### src/rtl/seg_pkg.sv
// seg_pkg: shared constants for the seven-segment scan driver.
//   BLANK_GLYPH  all segments off (active low)
//   GLYPH_TBL    active-low {g,f,e,d,c,b,a} glyphs for hex 0..F, indexed by value
//   cnt_w()      counter width helper that never returns 0
package seg_pkg;

    localparam logic [6:0] BLANK_GLYPH = 7'h7F;

    // Element 0 is the rightmost entry, so GLYPH_TBL[h] is the glyph for h.
    localparam logic [15:0][6:0] GLYPH_TBL = {
        7'h0E, 7'h06, 7'h21, 7'h46,   // F E d C
        7'h03, 7'h08, 7'h10, 7'h00,   // b A 9 8
        7'h78, 7'h02, 7'h12, 7'h19,   // 7 6 5 4
        7'h30, 7'h24, 7'h79, 7'h40    // 3 2 1 0
    };

    function automatic int cnt_w(input int n);
        return (n > 1) ? $clog2(n) : 1;
    endfunction

endpackage

### src/rtl/seg_hex_decode.sv
// seg_hex_decode: combinational hex-to-seven-segment lookup.
//   hex  in  4  digit value 0..F
//   segs out 7  active-low {g,f,e,d,c,b,a}
module seg_hex_decode
    import seg_pkg::*;
(
    input  logic [3:0] hex,
    output logic [6:0] segs
);

    assign segs = GLYPH_TBL[hex];

endmodule

### src/rtl/seg_scan_mux.sv
// seg_scan_mux: time-multiplexed seven-segment scan driver.
//   CLK, ARST_L          clock, synchronous active-low reset
//   HEXIN, DP_IN, BLANK  per-digit value / decimal point / blank (digit 0 rightmost)
//   LZ_EN                suppress leading zeros
//   FLASH_STB            rising edge starts a flash sequence
//   FLASH_MASK           digits that blink while flashing
//   SEGS_L, DP_L         active-low segment and decimal point bus (registered)
//   SEGEN_L              one-cold digit enable, dark for DEAD_CYC cycles per slot
//   FRAME                one-cycle pulse when the digit index wraps to 0
//   FLASHING             high while a flash sequence is active
module seg_scan_mux
    import seg_pkg::*;
#(
    parameter int NUM_DIGITS   = 8,
    parameter int SCAN_DIV     = 2500,
    parameter int DEAD_CYC     = 4,
    parameter int FLASH_HALF   = 64,
    parameter int FLASH_CYCLES = 3
) (
    input  logic                    CLK,
    input  logic                    ARST_L,
    input  logic [4*NUM_DIGITS-1:0] HEXIN,
    input  logic [NUM_DIGITS-1:0]   DP_IN,
    input  logic [NUM_DIGITS-1:0]   BLANK,
    input  logic                    LZ_EN,
    input  logic                    FLASH_STB,
    input  logic [NUM_DIGITS-1:0]   FLASH_MASK,
    output logic [6:0]              SEGS_L,
    output logic                    DP_L,
    output logic [NUM_DIGITS-1:0]   SEGEN_L,
    output logic                    FRAME,
    output logic                    FLASHING
);

    localparam int IDX_W = cnt_w(NUM_DIGITS);
    localparam int PRE_W = cnt_w(SCAN_DIV);
    localparam int FC_W  = cnt_w(FLASH_HALF);
    localparam int HC_W  = cnt_w(2 * FLASH_CYCLES + 1);

    // scan state
    logic [PRE_W-1:0]        pre_q, pre_d;
    logic [IDX_W-1:0]        idx_q, idx_d;
    logic                    run_q, run_d;
    logic                    frame_q, frame_d;
    logic                    slot_en, wrap;

    // frame snapshot
    logic [4*NUM_DIGITS-1:0] hex_s_q, hex_s_d;
    logic [NUM_DIGITS-1:0]   dp_s_q, dp_s_d;
    logic [NUM_DIGITS-1:0]   blank_s_q, blank_s_d;
    logic [NUM_DIGITS-1:0]   mask_s_q, mask_s_d;

    // flash state
    logic                    stb_q, stb_d;
    logic                    flashing_q, flashing_d;
    logic                    phase_off_q, phase_off_d;
    logic [FC_W-1:0]         frame_cnt_q, frame_cnt_d;
    logic [HC_W-1:0]         half_cnt_q, half_cnt_d;
    logic                    flash_start;

    // output registers
    logic [6:0]              segs_q, segs_d;
    logic                    dp_q, dp_d;
    logic [NUM_DIGITS-1:0]   segen_q, segen_d;

    // display datapath
    logic [NUM_DIGITS-1:0]   lz_mask;
    logic                    zero_above;
    logic [3:0]              cur_hex;
    logic [6:0]              glyph;
    logic                    dark;

    // ---------------- scan counters and frame snapshot ----------------
    always_comb begin
        slot_en   = (pre_q == PRE_W'(SCAN_DIV - 1));
        wrap      = slot_en && (idx_q == IDX_W'(NUM_DIGITS - 1));
        pre_d     = slot_en ? '0 : pre_q + 1'b1;
        idx_d     = idx_q;
        if (slot_en)
            idx_d = wrap ? '0 : idx_q + 1'b1;
        // Display stays dark until the first slot boundary after reset.
        run_d     = run_q | slot_en;
        frame_d   = wrap;
        hex_s_d   = hex_s_q;
        dp_s_d    = dp_s_q;
        blank_s_d = blank_s_q;
        mask_s_d  = mask_s_q;
        if (wrap) begin
            hex_s_d   = HEXIN;
            dp_s_d    = DP_IN;
            blank_s_d = BLANK;
            mask_s_d  = FLASH_MASK;
        end
    end

    // ---------------- flash sequencer ----------------
    always_comb begin
        stb_d       = FLASH_STB;
        flash_start = FLASH_STB & ~stb_q;
        flashing_d  = flashing_q;
        phase_off_d = phase_off_q;
        frame_cnt_d = frame_cnt_q;
        half_cnt_d  = half_cnt_q;
        if (flash_start) begin
            // A new start always restarts the sequence, even on its last frame.
            flashing_d  = 1'b1;
            phase_off_d = 1'b1;
            frame_cnt_d = '0;
            half_cnt_d  = HC_W'(2 * FLASH_CYCLES);
        end else if (flashing_q && frame_q) begin
            if (frame_cnt_q == FC_W'(FLASH_HALF - 1)) begin
                frame_cnt_d = '0;
                phase_off_d = ~phase_off_q;
                half_cnt_d  = half_cnt_q - 1'b1;
                if (half_cnt_q == HC_W'(1)) begin
                    flashing_d  = 1'b0;
                    phase_off_d = 1'b0;
                end
            end else begin
                frame_cnt_d = frame_cnt_q + 1'b1;
            end
        end
    end

    // ---------------- leading-zero mask ----------------
    // Walk down from the top digit; a digit is suppressible while every
    // digit at or above it is zero. Digit 0 is always shown.
    always_comb begin
        lz_mask    = '0;
        zero_above = 1'b1;
        for (int i = NUM_DIGITS - 1; i > 0; i--) begin
            zero_above = zero_above & (hex_s_q[4*i +: 4] == 4'h0);
            lz_mask[i] = zero_above;
        end
    end

    // ---------------- digit mux and output stage ----------------
    assign cur_hex = hex_s_q[{idx_q, 2'b00} +: 4];

    seg_hex_decode u_dec (
        .hex  (cur_hex),
        .segs (glyph)
    );

    always_comb begin
        dark = ~run_q
             | blank_s_q[idx_q]
             | (LZ_EN & lz_mask[idx_q])
             | (flashing_q & phase_off_q & mask_s_q[idx_q]);
        segs_d  = dark ? BLANK_GLYPH : glyph;
        dp_d    = dark ? 1'b1 : ~dp_s_q[idx_q];
        // Enable is registered from the same pre/idx as the segments, so the
        // stale first cycle after an idx change always falls in dead time.
        segen_d = '1;
        if (run_q && (pre_q >= PRE_W'(DEAD_CYC)))
            segen_d[idx_q] = 1'b0;
    end

    always_ff @(posedge CLK) begin
        if (!ARST_L) begin
            pre_q       <= '0;
            idx_q       <= '0;
            run_q       <= 1'b0;
            frame_q     <= 1'b0;
            hex_s_q     <= '0;
            dp_s_q      <= '0;
            blank_s_q   <= '0;
            mask_s_q    <= '0;
            stb_q       <= 1'b0;
            flashing_q  <= 1'b0;
            phase_off_q <= 1'b0;
            frame_cnt_q <= '0;
            half_cnt_q  <= '0;
            segs_q      <= BLANK_GLYPH;
            dp_q        <= 1'b1;
            segen_q     <= '1;
        end else begin
            pre_q       <= pre_d;
            idx_q       <= idx_d;
            run_q       <= run_d;
            frame_q     <= frame_d;
            hex_s_q     <= hex_s_d;
            dp_s_q      <= dp_s_d;
            blank_s_q   <= blank_s_d;
            mask_s_q    <= mask_s_d;
            stb_q       <= stb_d;
            flashing_q  <= flashing_d;
            phase_off_q <= phase_off_d;
            frame_cnt_q <= frame_cnt_d;
            half_cnt_q  <= half_cnt_d;
            segs_q      <= segs_d;
            dp_q        <= dp_d;
            segen_q     <= segen_d;
        end
    end

    assign SEGS_L   = segs_q;
    assign DP_L     = dp_q;
    assign SEGEN_L  = segen_q;
    assign FRAME    = frame_q;
    assign FLASHING = flashing_q;

endmodule

### config.mk
export PLATFORM = sky130hd
export DESIGN_NAME = seg_scan_mux
export DESIGN_NICKNAME = d
export VERILOG_FILES = /design/src/rtl/seg_pkg.sv /design/src/rtl/seg_hex_decode.sv /design/src/rtl/seg_scan_mux.sv
export SDC_FILE = /design/constraint.sdc
export NUM_CORES = 1
export LEC_CHECK = 0
export CORE_ASPECT_RATIO = 0.9
export CORE_UTILIZATION = 50
export CTS_CLUSTER_DIAMETER = 100
export DETAILED_ROUTE_END_ITERATION = 8
export GPL_TIMING_DRIVEN = 0
export PLACE_DENSITY = 0.76
export SYNTH_ARGS = -nofsm -noshare
export SYNTH_HDL_FRONTEND = slang
export SYNTH_SLANG_ARGS = --single-unit
### constraint.sdc
create_clock -name CLK -period 3 [get_ports CLK]
set_input_delay 0.45 -clock CLK [delete_from_list [all_inputs] [get_ports CLK]]
set_output_delay 0.45 -clock CLK [all_outputs]
set_load 0.01 [all_outputs]
## Word level (Yosys, flattened, before mapping)

Memories as Yosys holds them, arrays and structs flattened. A register that Yosys moved wholly into a read port is not among the register bits.
Cells that the tools add are included.

- Add/subtract/negate cells: 4
- $lt $le $gt $ge: 3
- Eq/ne operators: 4
- Shift operators: 1
- Mux-type cells: 23
- Bitwise gates (word level): 20
- Reductions and logical operators: 21

Operator list:

| cell | count |
|---|---|
| variable part select 32 x 6 -> 4 bit | 1 |
| zero test 4 bit | 7 |
| two-way mux 1 bit | 13 |
| adder 12 x 1 -> 12 bit, second input constant | 1 |
| binary-select mux 1 bit (select 3 bit) | 4 |
| equality test 12 bit, second input constant | 1 |
| greater-or-equal comparator 12 x 3 -> 1 bit, second input constant | 1 |
| two-way mux 3 bit | 4 |
| AND 1 bit | 10 |
| inverter 8 bit | 1 |
| adder 6 x 1 -> 6 bit, second input constant | 1 |
| equality test 6 bit, second input constant | 1 |
| two-way mux 6 bit | 1 |
| AND reduction 2 bit | 3 |
| nonzero test 2 bit | 3 |
| OR reduction 2 bit | 3 |
| inverter 1 bit | 5 |
| logical AND 1 bit | 4 |
| < comparator 3 x 4 -> 1 bit, second input constant | 1 |
| bitwise OR 1 bit | 4 |
| adder 3 x 1 -> 3 bit, second input constant | 1 |
| demux 1 bit (select 3 bit) | 1 |
| equality test 3 x 1 -> 1 bit, second input constant | 1 |
| equality test 3 bit, second input constant | 1 |
| other kinds (3) | 3 |

- Register bits after elaboration: 94
- Memory bits (read-only): 112
- Bits of input ports: 60
- Output and inout port bits: 18
- Logic and storage cells: 93
- Memories: 1

Memory list:

| memory | words | bits a word | rd ports | clocked after memory_dff | wr ports | line | source |
|---|---|---|---|---|---|---|---|
| (no name shown) | 16 | 7 | 1 | 1 | 0 | seg_hex_decode.sv:11 | `assign segs = GLYPH_TBL[hex];` |

## Logic depth before layout (Yosys ltp)

- Depth in word-level cells: 13
- Depth in mapped cells: 11
- Gate-level depth less buffers: 10

## Modules after synthesis

From an unflattened synthesis, not the netlist that was laid out.

- Cell total of the unflattened synthesis: 539
- Area total of the unflattened synthesis: 4598.2 um^2

Modules (own cells, without submodules):

| module | times used | cells an instance | area each (um^2) |
|---|---|---|---|
| seg_scan_mux | 1 | 507 | 4322.9 |
| seg_hex_decode | 1 | 32 | 275.3 |

## Worst setup path after synthesis

No wires, ideal clock.

- Kind: flip-flop to flip-flop
- Start: register idx_q[0]
- End: register segs_q[5], in the netlist SEGS_L[5]
- Arrival time: 2.386 ns
- Slack: 0.489 ns
- Stages on the path, launching flop included: 12
- Path buffers: 2
- Period minus slack after synthesis: 2.511 ns
- Path through: dfxtp_1 -> buf_2 -> buf_2 -> mux2i_1 -> o21ai_0 -> a221oi_1 -> inv_1 -> ha_1 -> nand2_1 -> o21ai_0 -> a22oi_1 -> nand2_1

- Cells in the longest elaborated chain, start to end: 6

Ends and longest elaborated chain:

| element | line | source |
|---|---|---|
| start: declaration | seg_scan_mux.sv:42 | `logic [IDX_W-1:0] idx_q, idx_d;` |
| start signal: assignment | seg_scan_mux.sv:179 | `idx_q <= idx_d;` |
| binary-select mux 1 bit (select 3 bit), on equally long branches | seg_scan_mux.sv:147, seg_scan_mux.sv:148 |  |
| two-way mux 1 bit, on equally long branches | seg_scan_mux.sv:147, seg_scan_mux.sv:148 |  |
| bitwise OR 1 bit / AND 1 bit (equally long branches) | seg_scan_mux.sv:147, seg_scan_mux.sv:148 |  |
| bitwise OR 1 bit | seg_scan_mux.sv:148 | `\| (LZ_EN & lz_mask[idx_q])` |
| bitwise OR 1 bit | seg_scan_mux.sv:149 | `\| (flashing_q & phase_off_q & mask_s_q[idx_q]);` |
| OR reduction 2 bit (no source line) | n/a |  |
| end: declaration | seg_scan_mux.sv:62 | `logic [6:0] segs_q, segs_d;` |

Parallel ways exist; a longest one is shown, timed or not. The select of a mux whose other input is x is not followed.
A chain may end at the register's enable or synchronous reset.

## Worst setup path in the final report

Same ends and word-level chain as after synthesis.

==> results.rst <==
.. list-table::
   :header-rows: 1

   * - Metric
     - Value
   * - Number of buffers inserted by hold repair at cts
     - 0
   * - Number of antenna violations at the first check in global routing
     - 0
   * - Worst min path class
     - register to register
   * - Minimum clock period
     - 2.74 ns
   * - Outcome
     - complete, no violations
   * - Final-stage net count
     - 700
   * - Horizontal extent of the die
     - 103 µm
   * - Post-Syn Instances
     - 537
   * - Post-synth EDFFs
     - 0
   * - Total iterations of the first detailed-routing run
     - 5
   * - F_max
     - 364 MHz
   * - Worst-path fanout max
     - 10
   * - Placer's final routability congestion estimate
     - 0.874
   * - Max-cap violations
     - 0
   * - Fraction of power spent switching nets
     - 21.1%
   * - Avg WL per Cell
     - 14.7 µm
   * - Worst-Margin Slew
     - 0.617 ns
   * - Placeable Area
     - 0.00877 mm²
   * - Combinational share of power
     - 5.2%
   * - Combined global-route utilization of all metal layers
     - 24.5%
   * - Adder-cell share of the synthesized area
     - 3.51%
   * - Wire length of the first global-routing pass
     - 18100 µm
   * - Later-pin clock latency in the skew report
     - 0.37 ns
   * - Worst IR drop on VDD
     - 0.273 mV
   * - R2r startpoint
     - idx_q[0]
   * - Cell-internal power
     - 2.01 mW
   * - Mux contribution to synthesized area
     - 5.40%
   * - Antenna Nets Post-Route
     - 0
   * - Ratio of cells with drive above 1 in the final layout
     - 8.23%
   * - Clock network power share
     - 41.4%
   * - Worst Path Class, Setup
     - register to register
   * - Data required time of the critical path
     - 3.24 ns
   * - Worst Hold Path EP
     - hex_s_q[3]
   * - Root buffer cell
     - sky130_fd_sc_hd__clkbuf_8
   * - Arrival time reported for the critical path endpoint
     - 2.99 ns
   * - Number of stages on the worst hold path
     - 2
   * - Largest net degree at the start of global routing
     - 19
   * - Starting Density
     - 52.8%
   * - Simple-Gate Fraction of Synth Area
     - 23.2%
   * - Reported net switching power
     - 0.537 mW
   * - Grt total ovfl
     - 0
   * - Leading cell types by total area after synthesis
     - sky130_fd_sc_hd__dfxtp_1 (44%), sky130_fd_sc_hd__nand2_1 (12%), sky130_fd_sc_hd__a21boi_1 (6.5%)
   * - CTS tree
     - done
   * - Final worst-path cycle share
     - 91.5%
   * - Count of antenna diodes in the layout
     - 0
   * - Number of ports placed on the die boundary
     - 78
   * - Die H
     - 93.3 µm
   * - Buffers added on ports
     - 77
   * - Beginning of the worst hold path
     - hex_s_q[3]
   * - Area of the mapped netlist
     - 0.00463 mm²
   * - Capture instance of the worst register-to-register path
     - SEGS_L[5]
   * - Minimum setup slack among reg-to-reg paths
     - 0.26 ns
   * - Crit. End Element
     - register
   * - Number of distinct standard cells referenced by the synthesized netlist
     - 53
   * - Seq cells post-synth
     - 101
   * - Proportion of power drawn by flip-flops and latches
     - 53.3%
   * - H-tree Lvls
     - 3
   * - Via count of the first global-routing pass
     - 3914
   * - Std-Cell Rows
     - 32
   * - Final Hold Viols
     - 0
   * - Power density over cell area
     - 437 mW/mm²
   * - Finish-stage setup viols
     - 0
   * - DR iter-0 viols
     - 217
   * - Number of buffers created by CTS
     - 9
   * - Cell type with the highest aggregate area in the netlist
     - sky130_fd_sc_hd__dfxtp_1
   * - Pre-CTS WS
     - -0.153 ns
   * - Clock-pin transition on the worst setup and hold timing paths
     - 0.10 ns
   * - Relative max-transition margin
     - 58.8%
   * - Post-detailed-placement half-perimeter wirelength
     - 8260 µm
   * - Post-layout worst setup margin
     - 0.256 ns
   * - Yosys synthesis warning count
     - 0
   * - Total clock sinks
     - 101
   * - Unrepaired setup endpoints after global routing
     - false
   * - Combinational family with the most area after synthesis
     - simple AND/OR/NAND/NOR gates
   * - Area growth from synthesis to layout
     - 25.7%
   * - FFs w/ async S/R, synth
     - 0%
   * - Sequential fraction of the synthesis area
     - 43.7%
   * - Number of max-slew violations in the final report
     - 0
   * - Worst Setup Start Kind
     - register
   * - Net count after synthesis
     - 610
   * - FF-to-FF path depth
     - 12
   * - Design Power
     - 2.54 mW
   * - Vias post-DR
     - 4072
   * - DRC violation count after routing
     - 0
   * - Compound-gate portion of the synthesized area
     - 16.2%
   * - Top flip-flop cell by instance count after synthesis
     - sky130_fd_sc_hd__dfxtp_1
   * - Number of buffers on the longest clock path
     - 2
   * - Routed Wire Length
     - 11100 µm
   * - Leakage power
     - 2.05 nW
   * - Xor and xnor area share after synthesis
     - 3.21%
   * - Via-per-instance ratio
     - 5.42
   * - Syn Area/Cell
     - 8.63 µm²
   * - Setup Skew
     - 0.0125 ns
   * - Area enclosed by the die boundary
     - 0.00965 mm²
   * - Synth top area share
     - 43.7%
-- metrics by stage --
| step | cell area, µm² | std cells | hold slack (ns) | TNS (ns) | utilization, % |
|---|---|---|---|---|---|
| floorplan | 4630 | 537 | 0.430 | 0 | - |
| global placement | 5550 | 733 | 0.443 | -0.0658 | 63.3 |
| detailed placement | 5550 | 733 | 0.448 | -0.200 | 63.3 |
| CTS | 5810 | 749 | 0.462 | 0 | 66.2 |
| global route | 5820 | 751 | 0.480 | 0 | 66.4 |
| finish | 5820 | 751 | 0.461 | 0 | 66.4 |
-- routing by layer --
metal  routed length [µm]  part of all wire [%]  global-route usage, %
met1                 4920                    44                   31.9
met2                 5310                    48                   40.3
met3                  631                   5.7                   4.33
met4                  194                   1.8                   9.04
met5                    0                     0                      0
-- how the worst max path moves through the flow --
stage                   from   endpoint  slack [ns]  cells after the start
finish              idx_q[0]  SEGS_L[5]        0.26                     12
detailed placement  idx_q[0]  SEGS_L[5]       -0.15                     11
global placement    idx_q[0]  SEGS_L[5]       -0.07                     11
CTS                 idx_q[0]  SEGS_L[5]        0.09                     11
floorplan           idx_q[0]  SEGS_L[5]        0.49                     11
global route        idx_q[0]  SEGS_L[5]        0.03                     12
-- kinds of logic after synthesis --
logic type | Yosys count
multiplexers | 17
flip-flops | 101
AO/OA/AOI/OAI | 103
AND/OR/NAND/NOR | 243
XOR/XNOR | 17
adder cells (fa/ha/maj) | 13
buffers and inverters | 43
-- sequential cells by signal, summed over array words and instances (netlist names), 3 cells and up --
signal and cells:
pre_q 12, SEGEN_L 8, mask_s_q 8, idx_q 3, hex_s_q 32, half_cnt_q 3
blank_s_q 8, SEGS_L 7, frame_cnt_q 6, dp_s_q 8
-- critical path, stage by stage, from the launching register on --
cell	delay, ns
sky130_fd_sc_hd__dfxtp_1	0.50
sky130_fd_sc_hd__buf_2	0.33
sky130_fd_sc_hd__buf_2	0.30
sky130_fd_sc_hd__mux2i_1	0.28
sky130_fd_sc_hd__o32ai_1	0.14
sky130_fd_sc_hd__a221oi_2	0.19
sky130_fd_sc_hd__buf_4	0.17
sky130_fd_sc_hd__inv_1	0.07
sky130_fd_sc_hd__ha_1	0.23
sky130_fd_sc_hd__nand2_1	0.10
sky130_fd_sc_hd__o21ai_0	0.09
sky130_fd_sc_hd__a22oi_1	0.13
sky130_fd_sc_hd__nand2_1	0.07
-- power by group through the flow --
stage / clock network, mW / logic [mW] / registers, mW
after floorplan: 0 / 0.0386 / 1.39
after global placement: 0 / 0.129 / 1.39
after detailed placement: 0 / 0.133 / 1.39
after CTS: 1.07 / 0.134 / 1.36
after global routing: 1.13 / 0.143 / 1.36
final: 1.05 / 0.133 / 1.36
-- layout by cell type, fill, tap and decap left out, types with 8 or more instances in the layout --
cell	instances
sky130_fd_sc_hd__a21boi_0	22
sky130_fd_sc_hd__clkbuf_8	9
sky130_fd_sc_hd__nor2_1	35
sky130_fd_sc_hd__nand3_1	17
sky130_fd_sc_hd__a21oi_1	12
sky130_fd_sc_hd__dfxtp_1	101
sky130_fd_sc_hd__nand2_1	148
sky130_fd_sc_hd__ha_1	13
sky130_fd_sc_hd__clkdlybuf4s50_1	77
sky130_fd_sc_hd__inv_1	10
sky130_fd_sc_hd__a21boi_1	40
sky130_fd_sc_hd__buf_2	8
sky130_fd_sc_hd__clkbuf_1	14
sky130_fd_sc_hd__xor2_1	8
sky130_fd_sc_hd__xnor2_1	9
-- area by class of cell --
| cell class | instances | area, µm² |
|---|---|---|
| fillers | 727 | 2950 |
| multi-input cells | 393 | 2390 |
| flip-flops and latches | 101 | 2020 |
| repair buffers | 79 | 786 |
| plain buffers | 32 | 183 |
| well taps | 119 | 149 |
| clock inverters | 7 | 125 |
| clock buffers | 9 | 124 |
| inverters | 11 | 41.3 |
-- repair_timing --
action / 4_1_cts / 5_1_grt
gates resized for setup: 1 / 0
pin swaps: 0 / 1
setup endpoints to repair: 5 / 2
setup buffers: 0 / 2
-- synthesized netlist by cell type, drive strengths merged, types with 3 or more instances --
master / n
a21boi: 62
a21oi: 12
a22oi: 4
and2: 4
and3: 4
buf: 18
clkbuf: 14
dfxtp: 101
ha: 13
inv: 10
mux2: 4
mux2i: 7
mux4: 6
nand2: 148
nand2b: 3
nand3: 17
nand4: 5
nor2: 36
nor2b: 6
nor3: 6
nor4: 5
o21ai: 7
xnor2: 9
xor2: 8
Power figures use the tool's default switching activity.
